$ cat config.mk
export PLATFORM = sky130hd
export DESIGN_NAME = term_key_decoder
export DESIGN_NICKNAME = d
export VERILOG_FILES = /design/src/rtl/term_key_pkg.sv /design/src/rtl/term_key_ev_fifo.sv /design/src/rtl/term_key_decoder.sv
export SDC_FILE = /design/constraint.sdc
export NUM_CORES = 1
export LEC_CHECK = 0
export BUFFER_PORTS_ARGS = -buffer_cell sky130_fd_sc_hd__buf_2
export CORE_MARGIN = 4
export CORE_UTILIZATION = 50
export CTS_CLUSTER_DIAMETER = 100
export CTS_CLUSTER_SIZE = 8
export DETAILED_ROUTE_END_ITERATION = 8
export PLACE_DENSITY_LB_ADDON = 0.05
export SETUP_SLACK_MARGIN = 0.02
export SYNTH_ARGS = -nofsm -noshare
export SYNTH_HDL_FRONTEND = slang
export SYNTH_SLANG_ARGS = --single-unit
$ cat constraint.sdc
create_clock -name clk -period 3.6 [get_ports clk]
set_input_delay 0.54 -clock clk [delete_from_list [all_inputs] [get_ports clk]]
set_output_delay 0.54 -clock clk [all_outputs]
set_load 0.05 [all_outputs]
$ cat src/rtl/term_key_pkg.sv
// Shared types and byte constants for the terminal key decoder.
package term_key_pkg;

  typedef enum logic [3:0] {
    EV_NONE      = 4'd0,
    EV_CHAR      = 4'd1,
    EV_SPACE     = 4'd2,
    EV_BACKSPACE = 4'd3,
    EV_ENTER     = 4'd4,
    EV_ESC       = 4'd5,
    EV_ALT       = 4'd6,
    EV_UP        = 4'd7,
    EV_DOWN      = 4'd8,
    EV_RIGHT     = 4'd9,
    EV_LEFT      = 4'd10,
    EV_DELETE    = 4'd11,
    EV_UNKNOWN   = 4'd12
  } ev_e;

  typedef enum logic [2:0] {
    S_IDLE  = 3'd0,
    S_ESC   = 3'd1,
    S_CSI   = 3'd2,
    S_TILDE = 3'd3,
    S_SKIP  = 3'd4
  } state_e;

  localparam logic [7:0] ESC    = 8'h1B;
  localparam logic [7:0] CSI_CH = 8'h5B;
  localparam logic [7:0] TILDE  = 8'h7E;
  localparam logic [7:0] BS     = 8'h08;
  localparam logic [7:0] DEL    = 8'h7F;
  localparam logic [7:0] CR     = 8'h0D;
  localparam logic [7:0] SP     = 8'h20;

  // code (4) + data (8)
  localparam int EV_W = 12;

  // CSI final bytes terminate a control sequence
  function automatic logic is_final(input logic [7:0] b);
    return (b >= 8'h40) && (b <= 8'h7E);
  endfunction

endpackage

$ cat src/rtl/term_key_ev_fifo.sv
// Event FIFO: code+data entries, power-of-two depth, wrap-bit pointers.
module term_key_ev_fifo
  import term_key_pkg::*;
#(
  parameter int DEPTH = 4,
  parameter int WIDTH = EV_W
) (
  input  logic                     clk,
  input  logic                     rst_n,
  input  logic                     push,
  input  logic [WIDTH-1:0]         push_data,
  input  logic                     pop,
  output logic [WIDTH-1:0]         head,
  output logic                     full,
  output logic                     empty,
  output logic [$clog2(DEPTH):0]   count
);

  localparam int AW = $clog2(DEPTH);

  logic [WIDTH-1:0] mem [DEPTH];
  logic [AW:0]      wr_ptr;
  logic [AW:0]      rd_ptr;
  logic             do_push;
  logic             do_pop;

  assign do_push = push && !full;
  assign do_pop  = pop && !empty;

  // storage needs no reset; the head is only observed while non-empty
  always_ff @(posedge clk) begin
    if (do_push) mem[wr_ptr[AW-1:0]] <= push_data;
  end

  // pointer update; simultaneous push and pop leave the count unchanged
  always_ff @(posedge clk or negedge rst_n) begin
    if (!rst_n) begin
      wr_ptr <= '0;
      rd_ptr <= '0;
    end else begin
      if (do_push) wr_ptr <= wr_ptr + 1'b1;
      if (do_pop)  rd_ptr <= rd_ptr + 1'b1;
    end
  end

  assign head  = mem[rd_ptr[AW-1:0]];
  assign empty = (wr_ptr == rd_ptr);
  assign full  = (wr_ptr[AW] != rd_ptr[AW]) && (wr_ptr[AW-1:0] == rd_ptr[AW-1:0]);
  assign count = wr_ptr - rd_ptr;

endmodule

$ cat src/rtl/term_key_decoder.sv
// Terminal key decoder: byte stream in, one key event per completed token out.
// Optional lone-ESC timeout enabled by defining TERM_KEY_ESC_TIMEOUT_EN.
//
//   state   | meaning
//   S_IDLE  | between tokens
//   S_ESC   | ESC received, waiting for '[' or an ALT byte
//   S_CSI   | ESC [ received, waiting for first parameter/final byte
//   S_TILDE | ESC [ 3 received, expecting '~' for delete
//   S_SKIP  | unrecognised CSI, discarding until a final byte
module term_key_decoder
  import term_key_pkg::*;
#(
  parameter int EV_DEPTH       = 4,
  parameter int TIMEOUT_CYCLES = 1024
) (
  input  logic       clk,
  input  logic       rst_n,
  input  logic       in_valid,
  input  logic [7:0] in_data,
  output logic       in_ready,
  output logic       ev_valid,
  output logic [3:0] ev_code,
  output logic [7:0] ev_data,
  input  logic       ev_ready,
  output logic       busy
);

  state_e            state;
  state_e            state_n;
  logic              accept;
  logic              push;
  ev_e               push_code;
  logic [7:0]        push_data;
  logic [EV_W-1:0]   fifo_head;
  logic              fifo_full;
  logic              fifo_empty;
  logic [$clog2(EV_DEPTH):0] unused_count;
  logic              tmo_fire;

  // backpressure stops the parser, so every accepted byte has room for its event
  assign in_ready = !fifo_full;
  assign accept   = in_valid && in_ready;

`ifdef TERM_KEY_ESC_TIMEOUT_EN
  localparam int              CW      = $clog2(TIMEOUT_CYCLES + 1);
  localparam logic [CW-1:0]   TO_LAST = CW'(TIMEOUT_CYCLES - 1);

  logic [CW-1:0] tmo_cnt;

  // counter holds at its last value while the FIFO is full so the push retries
  assign tmo_fire = (state == S_ESC) && !accept && (tmo_cnt == TO_LAST) && !fifo_full;

  // count idle cycles spent in S_ESC
  always_ff @(posedge clk or negedge rst_n) begin
    if (!rst_n) begin
      tmo_cnt <= '0;
    end else if (accept || (state != S_ESC) || tmo_fire) begin
      tmo_cnt <= '0;
    end else if (tmo_cnt != TO_LAST) begin
      tmo_cnt <= tmo_cnt + CW'(1);
    end
  end
`else
  logic unused_tmo_param;
  assign unused_tmo_param = (TIMEOUT_CYCLES > 0);
  assign tmo_fire = 1'b0;
`endif

  // next state and the event produced by the accepted byte (or by a timeout)
  always_comb begin
    state_n   = state;
    push      = 1'b0;
    push_code = EV_NONE;
    push_data = 8'h00;
    if (accept) begin
      unique case (state)
        S_IDLE: begin
          if (in_data == ESC) begin
            state_n = S_ESC;
          end else begin
            push = 1'b1;
            if (in_data == SP) begin
              push_code = EV_SPACE;
            end else if ((in_data == BS) || (in_data == DEL)) begin
              push_code = EV_BACKSPACE;
            end else if (in_data == CR) begin
              push_code = EV_ENTER;
            end else if ((in_data >= 8'h21) && (in_data <= 8'h7E)) begin
              push_code = EV_CHAR;
              push_data = in_data;
            end else begin
              push_code = EV_UNKNOWN;
              push_data = in_data;
            end
          end
        end
        S_ESC: begin
          if (in_data == CSI_CH) begin
            state_n = S_CSI;
          end else if (in_data == ESC) begin
            push      = 1'b1;
            push_code = EV_ESC;
          end else begin
            push      = 1'b1;
            push_code = EV_ALT;
            push_data = in_data;
            state_n   = S_IDLE;
          end
        end
        S_CSI: begin
          case (in_data)
            8'h41: begin push = 1'b1; push_code = EV_UP;    state_n = S_IDLE; end
            8'h42: begin push = 1'b1; push_code = EV_DOWN;  state_n = S_IDLE; end
            8'h43: begin push = 1'b1; push_code = EV_RIGHT; state_n = S_IDLE; end
            8'h44: begin push = 1'b1; push_code = EV_LEFT;  state_n = S_IDLE; end
            8'h33: state_n = S_TILDE;
            default: begin
              if (is_final(in_data)) begin
                push      = 1'b1;
                push_code = EV_UNKNOWN;
                push_data = in_data;
                state_n   = S_IDLE;
              end else begin
                state_n = S_SKIP;
              end
            end
          endcase
        end
        S_TILDE: begin
          if (in_data == TILDE) begin
            push      = 1'b1;
            push_code = EV_DELETE;
            state_n   = S_IDLE;
          end else if ((in_data >= 8'h40) && (in_data <= 8'h7D)) begin
            push      = 1'b1;
            push_code = EV_UNKNOWN;
            push_data = in_data;
            state_n   = S_IDLE;
          end else begin
            state_n = S_SKIP;
          end
        end
        S_SKIP: begin
          if (is_final(in_data)) begin
            push      = 1'b1;
            push_code = EV_UNKNOWN;
            push_data = in_data;
            state_n   = S_IDLE;
          end
        end
        default: state_n = S_IDLE;
      endcase
    end else if (tmo_fire) begin
      push      = 1'b1;
      push_code = EV_ESC;
      state_n   = S_IDLE;
    end
  end

  // parser state with busy registered alongside it
  always_ff @(posedge clk or negedge rst_n) begin
    if (!rst_n) begin
      state <= S_IDLE;
      busy  <= 1'b0;
    end else begin
      state <= state_n;
      busy  <= (state_n != S_IDLE);
    end
  end

  term_key_ev_fifo #(
    .DEPTH (EV_DEPTH),
    .WIDTH (EV_W)
  ) u_ev_fifo (
    .clk       (clk),
    .rst_n     (rst_n),
    .push      (push),
    .push_data ({push_code, push_data}),
    .pop       (ev_ready),
    .head      (fifo_head),
    .full      (fifo_full),
    .empty     (fifo_empty),
    .count     (unused_count)
  );

  assign ev_valid = !fifo_empty;
  assign ev_code  = fifo_empty ? 4'(EV_NONE) : fifo_head[11:8];
  assign ev_data  = fifo_empty ? 8'h00 : fifo_head[7:0];

endmodule

# Yosys cells after proc, flatten, opt, wreduce, memory -nomap -nowiden
# Memory sizes are Yosys's and may differ from the RTL's.
# Cells that the tools add are included.
# word_totals
register_bits,10
latch_bits,0
ramBits,48
rom_bits,0
in_bits,12
out_inout_bits,15
word_cells,91
mem_count,1
# op_classes
n_addsub,2
mul,0
n_div,0
n_lt_le_gt_ge,4
eq_ne,19
shifts,0
mux,47
n_bitwise,0
reduce_logical,14
# mem_list
name,depth,width,rd,rd_ports_with_merged_regs,wr,line,source
u_ev_fifo.mem,4,12,1,0,1,term_key_ev_fifo.sv:21,logic [WIDTH-1:0] mem [DEPTH];
# ops
cell,count
8-bit 2-to-1 mux,12
8-bit by 7-bit equality test with 1-bit output (second input constant),7
4-bit 2-to-1 mux,10
4-bit case mux with 5 select lines,2
8-bit case mux with 5 select lines,1
3-bit 2-to-1 mux,9
8-bit by 4-bit equality test with 1-bit output (second input constant),2
8-bit by 6-bit equality test with 1-bit output (second input constant),2
8-bit by 7-bit <= comparator with 1-bit output (second input constant),2
3-bit case mux with 5 select lines,1
8-bit by 5-bit equality test with 1-bit output (second input constant),1
8-bit by 6-bit greater-or-equal comparator with 1-bit output (second input constant),1
8-bit by 7-bit greater-or-equal comparator with 1-bit output (second input constant),1
1-bit 2-to-1 mux,8
1-bit logical AND,7
3-bit by 1-bit adder with 3-bit output (second input constant),2
3-bit by 2-bit equality test with 1-bit output (second input constant),2
3-bit case mux with 2 select lines,1
1-bit case mux with 5 select lines,1
5-bit OR reduction,1
4-bit OR reduction,1
3-bit by 1-bit equality test with 1-bit output (second input constant),1
3-bit equality test,1
3-bit equality test (second input constant),1
8 further kinds,9

# Longest topological paths before layout
# logic_depth
word_depth,9
depth_mapped,7
mapped_depth_nobuf,5

# Cells and area by module
# Synthesis repeated with hierarchy kept, for this count alone.
# unflattened
cells_unflattened,250
area_unflattened_um2,3158.0
# by_module_without_submodules
mod,instances,cells_per_inst,area_each_um2,seq_area_each_um2
term_key_ev_fifo,1,106,2185.8,1591.5
term_key_decoder,1,144,972.2,100.1

# Least setup slack after synthesis
# OpenSTA, ideal clock, no wires.
# synth_path
kind,register to output
from,reg u_ev_fifo.rd_ptr[0]
to,out ev_code[1]
arrival_ns,2.084
t_required_ns,3.060
path_slack_ns,0.976
stages_incl_launch_ff,7
n_path_buf,2
path_cell_list,dfrtp_1 -> buf_4 -> xor2_1 -> nor2_1 -> nand2_1 -> clkbuf_1 -> and2_1
# synth_between
elab_chain_len,2
word_cells_on_any_way,3
classes_between,1 x eq/ne; 1 x mux; 1 x memory
# synth_rtl
item,line,source
from (decl),term_key_ev_fifo.sv:23,logic [AW:0] rd_ptr;
from (signal assigned),term_key_ev_fifo.sv:42,if (do_pop) rd_ptr <= rd_ptr + 1'b1;
memory read 4 x 12 bit or 3-bit equality test (tied branches),n/a,
4-bit 2-to-1 mux *,term_key_decoder.sv:187,assign ev_code = fifo_empty ? 4'(EV_NONE) : fifo_head[11:8];
to (decl),term_key_decoder.sv:22,"output logic [3:0] ev_code,"
# Mark *: on every way between the ends. The rest lies on a longest branch, timed or not.

# Final worst setup path
# layout_path
from,reg u_ev_fifo.rd_ptr[1]
to,out ev_data[7]
# layout_between
elab_chain_len,2
word_cells_on_any_way,3
classes_between,1 x eq/ne; 1 x mux; 1 x memory
# layout_rtl
item,line,source
memory read 4 x 12 bit or 3-bit equality test (tied branches),n/a,
8-bit 2-to-1 mux *,term_key_decoder.sv:188,assign ev_data = fifo_empty ? 8'h00 : fifo_head[7:0];
to (decl),term_key_decoder.sv:23,"output logic [7:0] ev_data,"
# Marked as above.

==> summary.txt <==
CTS tree = done
CP required = 3060 ps
Die width = 85.93 um
Routed Antenna Nets = 0
Clk buf depth = 2
Hpwl dp = 4366 um
Share of cells above drive strength 1 = 23.28%
Peak VDD IR = 548.6 uV
Num CTS Buffers = 9
Clock skew = 10.37 ps
Critical path arrival = 2310 ps
Layout Nets = 274
Vias per std cell = 5.846
Period utilization = 79.12%
DRT iter0 DRCs = 112
Primary FF master, synth = edfxtp_1
Max-slew violation count = 0
Inst Count DP = 321
Hold-fix buffer count after cts = 0
First-pass GRT wire length = 10410 um
Finished Layout Cells = 337
DRT Pass-1 Iters = 4
WL/cell = 18.31 um
Sw Ratio = 43.50%
Commonest non-fill, non-tap cell in the layout = edfxtp_1
Post-route DRC = 0
Die Y-Extent = 85.93 um
Antenna cells = 0
Synth-to-layout area growth = 12.36%
IO buf count = 26
Total Neg Setup Slack = 0 ps
Vias in the first global route = 1997
Fin crit period = 2848 ps
Sink Count = 58
Peak Freq = 0.3511 GHz
Synth Instances = 233
Sequential power share = 31.9%
CORE AREA = 0.005921 mm2
Post_cts resized = 0
GRT Total Usage = 18.51%
Final count of negative-setup-slack endpoints = 0
Worst-Skew Late Latency = 320 ps
Psw = 1353 uW
Initial antenna violation count = 0
Post-Route WL = 6170 um
Gr ovfl total = 0
Area of the multi-input gates = 0.001245 mm2
Register area share after synthesis = 55.71%
Unrepaired setup endpoints after global routing = false
Endpoint class of the critical path = output port
Hold Crit Class = in -> async
Sequential Area = 0.001692 mm2
Element type at the critical path start = register
FILL cells = 504
Internal Power = 1757 uW
Yosys cell types = 53
Status = complete, no violations
Synthesis Warnings = 0
Die Footprint = 0.007384 mm2
Ys async rst share = 17.24%
Most frequent cells in the layout = edfxtp_1, buf_2, and2_1, nand2_1, mux4_2
Worst-path clk slew = 70 ps
Worst Max-Slew Pin Slew = 721.3 ps
Post-CTS setup buffers = 0
Routability cong. = 0.9311
Initial Util = 51.29%
Mapped Avg Cell Area = 13.03 um2
Vias = 1970
Num ports = 27
Post-synth EDFFs = 48
WS Path Type = reg -> out
Slew margin rel. = 51.91%
Final hold vios = 0
# rows = 28
Clock Power Share = 20.2%
Syn nets = 250
Max Cap Viol = 0
PwrDens = 911.3 mW/mm2
Largest net degree at the start of global routing = 16
Root Driver = clkbuf_8
H-tree depth = 3
Synthesized area = 0.003037 mm2
CP max FO = 15
Flops & latches, synth = 58
Leak Pwr = 0.001221 uW
Logic pwr share = 47.9%
==> layout make-up <==
type	count	area share (%)
clock inverters	5	2.310
multi-input cells	153	36.49
well taps	75	2.750
repair buffers	28	4.254
inverters	7	0.7701
flip-flops and latches	58	49.58
clock buffers	11	3.850
==> synthesized netlist by cell type (4+ instances only) <==
cell type  number  area, um2
dfrtp_1        10      250.2
a21oi_1         7      35.03
ha_1            5      62.56
buf_2          11      55.05
o21a_1          4      30.03
edfxtp_1       48       1441
o21ai_0         8      40.04
mux4_2         12      270.3
nand3_1         7      35.03
nand4_1         5      31.28
nand2_1        15      56.30
inv_1           7      26.28
nor2_1          9      33.78
and2_1         18      112.6
a31oi_1         9      56.30
xnor2_1         5      43.79
==> metrics by stage <==
step	util [%]	instance area (um2)	power, uW	hold WS, ps	worst slack, ps
detailed placement	54.08	3202	2513	408.9	932.4
finish	57.63	3412	3109	61.83	751.8
global route	57.63	3412	3299	59.54	523.2
global placement	54.08	3202	2501	406.5	1007
floorplan	-	3037	2183	244.4	975.6
CTS	57.63	3412	3144	50.20	696.4
==> power groups by stage <==
stage	sequential [uW]	combinational, uW	clock (uW)
2_1_floorplan	979	1200	0
3_3_place_gp	1010	1500	0
3_5_place_dp	1010	1500	0
4_1_cts	995	1510	641
5_1_grt	1010	1610	678
6_report	991	1490	628
==> logic make-up (layout without fill, tap and decap cells) <==
| kind of cell | Yosys count | after routing | share of synthesized area, % |
|---|---|---|---|
| xor+xnor | 9 | 9 | 2.843 |
| fa+ha+maj | 5 | 5 | 2.060 |
| simple gates | 76 | 76 | 14.46 |
| mux | 15 | 15 | 10.01 |
| buf+inv | 22 | 51 | 3.296 |
| compound gates | 48 | 48 | 11.62 |
| flops | 58 | 58 | 55.71 |
==> sequential cells by signal (all words and copies together) (netlist names) <==
signal	flops
busy	1
state	3
u_ev_fifo.mem	48
u_ev_fifo.rd_ptr	3
u_ev_fifo.wr_ptr	3
==> worst paths after layout <==
path                                            startpoint  cells past startpoint                               to  slack (ps)
max                        u_ev_fifo.rd_ptr[1]$_DFFE_PN0P_                      5                       ev_data[7]         750
min                                                  rst_n                      1  u_ev_fifo.rd_ptr[1]$_DFFE_PN0P_          60
max reg2reg                u_ev_fifo.rd_ptr[1]$_DFFE_PN0P_                      6    u_ev_fifo.mem[2][2]$_DFFE_PP_         940
min reg2reg                u_ev_fifo.wr_ptr[2]$_DFFE_PN0P_                      1  u_ev_fifo.wr_ptr[2]$_DFFE_PN0P_         490
max in group asynchronous                            rst_n                      1  u_ev_fifo.wr_ptr[1]$_DFFE_PN0P_        3340
min in group clk           u_ev_fifo.wr_ptr[2]$_DFFE_PN0P_                      1  u_ev_fifo.wr_ptr[2]$_DFFE_PN0P_         490
==> critical path: stages (launching register included) <==
cell,delay [ps]
dfrtp_1,810
xor2_2,270
nor2_1,80
nand2_1,360
and2_1,200
buf_2,260
==> routing by layer <==
metal	up-vias	wire, um	GRT usage (%)
met5	-	0	0
met2	53	3101	29.99
met4	0	89	5.324
met1	973	2721	24.70
met3	8	258	4.803
li1	936	-	-
(Power assumes the default switching activity.)
